`config.mk`:
```
export PLATFORM = sky130hd
export DESIGN_NAME = sparc_ram_loader
export DESIGN_NICKNAME = d
export VERILOG_FILES = /design/src/rtl/sparc_ram_loader.sv
export SDC_FILE = /design/constraint.sdc
export NUM_CORES = 1
export LEC_CHECK = 0
export ABC_CLOCK_PERIOD_IN_PS = 5200
export CAP_MARGIN = 20
export CORE_ASPECT_RATIO = 1.2
export CORE_MARGIN = 2
export CORE_UTILIZATION = 54
export DETAILED_ROUTE_END_ITERATION = 10
export PLACE_DENSITY = 0.91
export SETUP_SLACK_MARGIN = 0.5
export SYNTH_ARGS = -nofsm -noshare
export SYNTH_HDL_FRONTEND = slang
export SYNTH_SLANG_ARGS = --single-unit
```
`constraint.sdc`:
```
create_clock -name Clk -period 5.2 [get_ports Clk]
set_clock_uncertainty 0.1 [all_clocks]
set_input_delay 0.52 -clock Clk [delete_from_list [all_inputs] [get_ports Clk]]
set_output_delay 0.52 -clock Clk [all_outputs]
set_load 0.01 [all_outputs]
```
`src/rtl/sparc_ram_loader.sv`:
```
// Boot-time preload engine: streams bytes into consecutive SPARC RAM addresses
// over the MOV/MOC handshake while holding the CPU in clear.
module sparc_ram_loader #(
    parameter int ADDR_W      = 9,
    parameter int DEPTH       = 512,
    parameter int START_ADDR  = 0,
    parameter int MOC_TIMEOUT = 15
) (
    input  logic              Clk,
    input  logic              Clr,
    input  logic              start,
    input  logic [7:0]        in_data,
    input  logic              in_valid,
    input  logic              in_last,
    output logic              in_ready,
    output logic [ADDR_W-1:0] ram_addr,
    output logic [7:0]        ram_data,
    output logic              ram_mov,
    output logic              ram_rw,
    output logic [1:0]        ram_type,
    input  logic              ram_moc,
    output logic              cpu_clr,
    output logic              done,
    output logic              overflow,
    output logic              timeout,
    output logic [ADDR_W:0]   byte_count,
    output logic [7:0]        checksum
);

    localparam int                TMO_W     = $clog2(MOC_TIMEOUT + 1);
    localparam logic [ADDR_W-1:0] W_START   = ADDR_W'(START_ADDR);
    localparam logic [ADDR_W-1:0] W_LAST    = ADDR_W'(DEPTH - 1);
    localparam logic [TMO_W-1:0]  W_TMO_LIM = TMO_W'(MOC_TIMEOUT - 1);

    typedef enum logic [1:0] {
        IDLE      = 2'd0,
        WAIT_BYTE = 2'd1,
        WRITE     = 2'd2,
        DONE      = 2'd3
    } state_t;

    state_t            r_state;
    logic              r_in_ready;
    logic [ADDR_W-1:0] r_addr;
    logic [7:0]        r_data;
    logic              r_mov;
    logic              r_cpu_clr;
    logic              r_done;
    logic              r_overflow;
    logic              r_timeout;
    logic [ADDR_W:0]   r_count;
    logic [7:0]        r_csum;
    logic              r_last;
    logic [TMO_W-1:0]  r_tmo;

    function automatic logic [7:0] f_csum_add(input logic [7:0] sum, input logic [7:0] b);
        return sum + b;
    endfunction

    // Loader FSM; every output is a register updated here.
    always_ff @(posedge Clk or negedge Clr) begin
        if (!Clr) begin
            r_state    <= IDLE;
            r_in_ready <= 1'b0;
            r_addr     <= W_START;
            r_data     <= 8'h00;
            r_mov      <= 1'b0;
            r_cpu_clr  <= 1'b1;
            r_done     <= 1'b0;
            r_overflow <= 1'b0;
            r_timeout  <= 1'b0;
            r_count    <= '0;
            r_csum     <= 8'h00;
            r_last     <= 1'b0;
            r_tmo      <= '0;
        end else begin
            case (r_state)
                IDLE, DONE: begin
                    if (start) begin
                        r_state    <= WAIT_BYTE;
                        r_in_ready <= 1'b1;
                        r_addr     <= W_START;
                        r_cpu_clr  <= 1'b1;
                        r_done     <= 1'b0;
                        r_overflow <= 1'b0;
                        r_timeout  <= 1'b0;
                        r_count    <= '0;
                        r_csum     <= 8'h00;
                    end else begin
                        r_in_ready <= 1'b0;
                    end
                end
                WAIT_BYTE: begin
                    if (in_valid && r_in_ready) begin
                        r_state    <= WRITE;
                        r_in_ready <= 1'b0;
                        r_data     <= in_data;
                        r_last     <= in_last;
                        r_mov      <= 1'b1;
                        r_tmo      <= '0;
                    end else begin
                        r_in_ready <= 1'b1;
                    end
                end
                WRITE: begin
                    if (ram_moc) begin
                        r_mov   <= 1'b0;
                        r_count <= r_count + 1'b1;
                        r_csum  <= f_csum_add(r_csum, r_data);
                        if (r_last) begin
                            r_state   <= DONE;
                            r_done    <= 1'b1;
                            r_cpu_clr <= 1'b0;
                        end else if (r_addr == W_LAST) begin
                            r_state    <= DONE;
                            r_done     <= 1'b1;
                            r_overflow <= 1'b1;
                        end else begin
                            r_state    <= WAIT_BYTE;
                            r_addr     <= r_addr + 1'b1;
                            r_in_ready <= 1'b1;
                        end
                    end else if (r_tmo == W_TMO_LIM) begin
                        // abandon the byte: no count/checksum update
                        r_state   <= DONE;
                        r_mov     <= 1'b0;
                        r_done    <= 1'b1;
                        r_timeout <= 1'b1;
                    end else begin
                        r_tmo <= r_tmo + 1'b1;
                    end
                end
                default: begin
                    r_state    <= IDLE;
                    r_in_ready <= 1'b0;
                    r_mov      <= 1'b0;
                end
            endcase
        end
    end

    assign in_ready   = r_in_ready;
    assign ram_addr   = r_addr;
    assign ram_data   = r_data;
    assign ram_mov    = r_mov;
    assign ram_rw     = 1'b0;
    assign ram_type   = 2'b00;
    assign cpu_clr    = r_cpu_clr;
    assign done       = r_done;
    assign overflow   = r_overflow;
    assign timeout    = r_timeout;
    assign byte_count = r_count;
    assign checksum   = r_csum;

endmodule

```
==> results of run 1 <==
==> repair_timing <==
action,4_1_cts,5_1_grt
resized for setup,0,0
endpoints found under the setup margin,0,0
endpoints found under the hold margin,0,5
hold buffers,0,1
==> registers in the layout, indices dropped and copies added, names as in the netlist <==
signal      cells
byte_count     10
checksum        8
cpu_clr         1
done            1
in_ready        1
overflow        1
r_last          1
r_state         2
r_tmo           4
ram_addr        9
ram_data        8
ram_mov         1
timeout         1
==> per-stage QoR <==
step           std cells  setup WS (ns)
3_5_place_dp         354           2.37
3_3_place_gp         354           2.40
5_1_grt              364           2.04
2_1_floorplan        253           2.73
6_report             364           2.32
4_1_cts              362           2.38
==> kinds of logic after synthesis <==
| logic type | Yosys count | synth area share, % |
|---|---|---|
| simple gates | 86 | 16.7 |
| compound gates | 51 | 13.3 |
| flops | 48 | 46.7 |
| xor+xnor | 20 | 6.81 |
| buf+inv | 18 | 3.45 |
| fa+ha+maj | 16 | 8.07 |
| mux | 11 | 4.76 |
| other cells | 1 | 0.146 |
==> routing by layer <==
layer,wire [microns],share of wire [%]
met5,0,0
met4,102,1.8
met3,221,4.0
met2,2960,53
met1,2270,41
==> worst register-to-register path: stages, from the launching register on <==
cell and delay [ns]:
dfrtp_1 0.42, inv_1 0.07, ha_1 0.68, mux2i_1 0.46, nor2b_1 0.60, nand4_1 0.19
xor2_1 0.17, nor2_1 0.06
==> layout make-up <==
| class | count | area share, % |
|---|---|---|
| inverters | 7 | 0.811 |
| multi-input cells | 187 | 39.8 |
| flip-flops and latches | 48 | 37.1 |
| repair buffers | 56 | 17.5 |
| clock inverters | 1 | 0.155 |
| clock buffers | 7 | 2.36 |
| well taps | 58 | 2.24 |
==> Yosys cell counts, types with 2 or more instances <==
library cell  number
mux2_2            10
o32a_1             2
inv_1              7
a21oi_1           10
nand3_1            8
nor2b_1            4
o21ai_0           16
dfrtp_1           47
clkbuf_1           4
a22o_1             7
nor2_1            25
ha_1              15
xor2_1            16
nand2_1           17
nand2b_1           5
xnor2_1            4
nor4_1             2
buf_4              3
nand4_1            9
a31oi_1            2
buf_2              2
and3_1             7
==> power by group through the flow <==
stage                     sequential [mW]  clock (mW)  combinational, mW
after global routing                0.599       0.239              0.905
after detailed placement            0.589           0              0.804
after global placement              0.583           0              0.773
after CTS                           0.582       0.223              0.814
after floorplan                     0.606           0              0.486
final                               0.581       0.219              0.814
==> worst min-delay path by stage <==
stage,startpoint,end
global route,cpu_clr,cpu_clr
floorplan,Clr,byte_count[0]
finish,cpu_clr,cpu_clr
detailed placement,cpu_clr,cpu_clr
global placement,cpu_clr,cpu_clr
CTS,Clr,ram_addr[2]
==> reports/metrics.csv, run 1 <==
metric,value,unit
area_growth,25.8,%
vias,2070,
grt_pass1_vias,2027,
min_period,2.88,ns
regArea,1200,sq um
crit_arrival,2.93,ns
root_buffer,clkbuf_8,
crit_family,simple AND/OR/NAND/NOR gates,
outcome,finished clean,
p_clk_share,13.6,%
drc,0,
postLayoutCellArea,3240,sq um
wirelength,5.55,mm
ys_types,51,
use_met2,38.7,%
core,4590,sq um
grt.busiest_layer,met2,
endpoint_kind,register,
path_max_fanout,23,
final_common_cell,clkdlybuf4s50_1,
avgSynthCellArea,10.3,sq um
sw_frac_of_total,40.5,%
antenna_found_initial,0,
fmax,348,MHz
setup_viol,0,
grt_usage,22.9,%
fin_util,70.5,%
synth_cells,251,
clk_latency,0.31,ns
finalPower,1.61,mW
final_cell_mix,"clkdlybuf4s50_1, dfrtp_1, nor2_1",
dp_hpwl,4.07,mm
drtPass1Iterations,4,
ys_ff_latch,48,
placed_cell_area,3130,sq um
overflow,0,
hold_viol,0,
p_seq_share,36.0,%
critical_path_buf_inv_count,1,
port_buffers,54,
r2r_cells,7,
yosys_warnings,0,
clk_pin_slew,0.08,ns
grt_pass1_wl,9.33,mm
hold_class,register to register,
tightest_slew,0.904,ns
ant_nets,0,
hold_path_depth,2,
grtUsageMet3,4.65,%
n_antenna_cell,0,
h-tree-depth,2,
nets,335,
fill_cells,363,
combPwrFrac,50.4,%
synth_top_area_share,45.7,%
syn_area,2570,sq um
worstSetupStartpoint,r_state[0],
die_w,67.0,microns
io_pins,58,
setup_tns,0,ns
slowest_stage,ha_1,
viasPerCell,5.69,
holdWs,0.385,ns
clkSinkCount,48,
synth-edff-count,0,
multi_input_area,1290,sq um
seq_area_frac_synth,46.7,%
slew_violations,0,
peakVddDrop,266,uV
power_leakage,1.48,nW
place.gp.congestion,0.879,
die_h,79.6,microns
yosys.area.top_type,dfrtp_1,
dieArea,5340,sq um
first_iter_violations,167,
intPower,961,uW
synthTopCellsByArea,"dfrtp_1, ha_1, xor2_1",
start_util,56.0,%
clockBufferDepth,2,
async_flop_share,100,%
grt_max_degree,49,
p_sw,654,uW
crit_chain,inv_1 -> ha_1 -> mux2i_1 -> nor2b_1 -> nand4_1 -> xor2_1 -> nor2_1,
synth_top_flop_cell,dfrtp_1,
rr_endpoint,byte_count[9],
critPathKind,register to register,
r2r_slack,2.32,ns
cts_tree,done,
critPathMaxStageDelay,0.68,ns
relSlewSlack,39.5,%
start_kind,register,
post_cts_buffers,0,
rsz0062_at_grt,no,
numCtsBuffers,5,
use_met1,28.1,%
crit_cells,7,
wl_per_cell,15.3,microns
worstPathRequired,5.26,ns
power.density,499,nW/um^2
maxCapViolCount,0,
r2r-start,r_state[0],
endpoint,byte_count[9],
final_layout_size_suffix_gt1_share,6.86,%
period_share,55.3,%
row_count,27,
(Power assumes the default switching activity.)
==> run 2: changes to the inputs <==
Settings changed: ABC_CLOCK_PERIOD_IN_PS 5200 to 2970, CORE_UTILIZATION 54 to 50, PLACE_DENSITY 0.91 to 0.85.
Clock period 5.2 ns to 2.97 ns, I/O delays scaled along.
==> run 2 against run 1 <==
  * Clock power up 130%
  * Worst setup slack worse by 1.7 ns
  * Critical path type unchanged
  * Wire length down 2.2%
  * Die area up 7.6%
  * Hold slack worse by 0.13 ns
  * Maximum frequency up 21%
  * Flip-flop and latch count unchanged
  * First-iteration DRC count down 34%
  * Global-route usage down 3.4 points
==> reports/metrics.csv, run 2 (synthesis results as in run 1) <==
metric,value,unit
outcome,finished clean,
grt_pass1_vias,1940,
worstPathRequired,3.06,ns
r2r_cells,8,
wl_met3,185,microns
slowest_stage,or3b_4,
start_util,52.1,%
rr_endpoint,ram_addr[0],
port_buffers,54,
final_layout_size_suffix_gt1_share,10.8,%
relSlewSlack,64.0,%
top_layer_used,met4,
grt_usage,19.5,%
grt_max_degree,49,
critPathMaxStageDelay,0.44,ns
die_h,82.6,microns
intPower,1.87,mW
antenna_found_initial,0,
io_pins,58,
row_count,28,
power.density,898,nW/um^2
fill_cells,379,
hold_viol,0,
area_growth,30.3,%
grt_pass1_wl,8.94,mm
ant_nets,0,
numCtsBuffers,5,
dp.cells,360,
h-tree-depth,2,
largest_reg_flops,10,
rsz0062_at_grt,no,
drc,0,
r2r_slack,0.59,ns
critPathKind,register to register,
crit_arrival,2.47,ns
final_cells,374,
p_sw,1.14,mW
clk_pin_slew,0.08,ns
wirelength,5.43,mm
core,4940,sq um
crit_chain,ha_2 -> and3_1 -> and3_1 -> ha_1 -> or3b_4 -> buf_4 -> mux2_2 -> a22o_1,
slew_violations,0,
peakVddDrop,537,uV
vias,2095,
r2r-start,ram_addr[1],
p_clk_share,17.0,%
drt-met1-wl,2.34,mm
first_iter_violations,110,
wl_per_cell,14.5,microns
nets,343,
min_period,2.38,ns
period_share,80.0,%
path_max_fanout,6,
dp_hpwl,3.98,mm
final_cell_mix,"clkdlybuf4s50_1, dfrtp_1, nor2_1",
combPwrFrac,49.5,%
start_kind,register,
clk_latency,0.30,ns
dieArea,5740,sq um
power_leakage,1.53,nW
p_seq_share,33.5,%
place.gp.congestion,0.820,
cpMostUsedCell,and3_1,
overflow,0,
sw_frac_of_total,37.8,%
final_common_cell,clkdlybuf4s50_1,
clkSinkCount,48,
fmax,421,MHz
setup_tns,0,ns
clockBufferDepth,2,
endpoint_kind,register,
cts_tree,done,
die_w,69.5,microns
viasPerCell,5.60,
n_antenna_cell,0,
root_buffer,clkbuf_8,
tightest_slew,0.538,ns
drtPass1Iterations,4,
fin_util,67.9,%
setup_viol,0,
route.met2.wl,2.80,mm
finalPower,3.01,mW
hold_class,input pin to asynchronous set/reset pin,
maxCapViolCount,0,
==> run 2: cell types whose count changed in the layout (fill, tap and decap cells not counted), sizes merged <==
cell    previous run  this run
buf                2        10
bufinv             0         1
clkinv             1         0
==> run 2: power groups by stage <==
stage | registers, mW | logic, mW | clock network [mW]
final | 1.01 | 1.49 | 0.512
after CTS | 1.01 | 1.47 | 0.518
after global placement | 1.02 | 1.40 | 0
after detailed placement | 1.03 | 1.44 | 0
after global routing | 1.04 | 1.65 | 0.544
after floorplan | 1.06 | 0.851 | 0
==> run 2: through the flow <==
stage                     instance area, sq um  hold WS (ns)  worst slack (ns)
final                                     3350         0.258             0.594
after global routing                      3350         0.277             0.499
after CTS                                 3300         0.115             0.503
after detailed placement                  3160         0.386             0.402
after global placement                    3160         0.368             0.479
after floorplan                           2580       -0.0986             0.532
==> run 2: worst max-delay path, delay by kind of cell, from the launching register on <==
family / cells / cell delay [ns]
muxes: 1 / 0.25
and+or+nand+nor: 3 / 0.76
AOI/OAI and AO/OA: 1 / 0.18
buffers and inverters: 1 / 0.16
DFF: 1 / 0.42
adders and majority gates: 2 / 0.41
==> run 2: worst max path at each step <==
stage / slack [ns] / to / startpoint
2_1_floorplan: 0.53 / ram_addr[5] / ram_addr[0]
3_3_place_gp: 0.48 / ram_addr[7] / ram_addr[0]
3_5_place_dp: 0.40 / ram_addr[7] / ram_addr[0]
4_1_cts: 0.50 / ram_addr[7] / ram_addr[1]
5_1_grt: 0.50 / ram_addr[6] / ram_addr[1]
6_report: 0.59 / ram_addr[0] / ram_addr[1]
==> run 2: layer usage <==
| layer | track usage, % | vias to the layer above |
|---|---|---|
| li1 | - | 1010 |
| met3 | 3.40 | 12 |
| met2 | 34.0 | 49 |
| met4 | 6.67 | 0 |
| met1 | 24.9 | 1024 |
| met5 | 0 | - |
==> run 2: cell type report <==
type                            count  area, sq um  share of cell area, %
Inverter                            7         26.3                  0.783
Clock buffer                        7         96.3                   2.87
Tap cell                           60         75.1                   2.24
Timing Repair Buffer               64          626                   18.6
Multi-Input combinational cell    187         1300                   38.7
Clock inverter                      1         30.0                  0.895
Sequential cell                    48         1200                   35.8
==> run 2: timing repair <==
item	in CTS	in global routing
endpoints found under the setup margin	4	10
pin swaps	0	2
resized for setup	1	1
buffers inserted	1	3
hold buffers	0	1
endpoints found under the hold margin	0	5
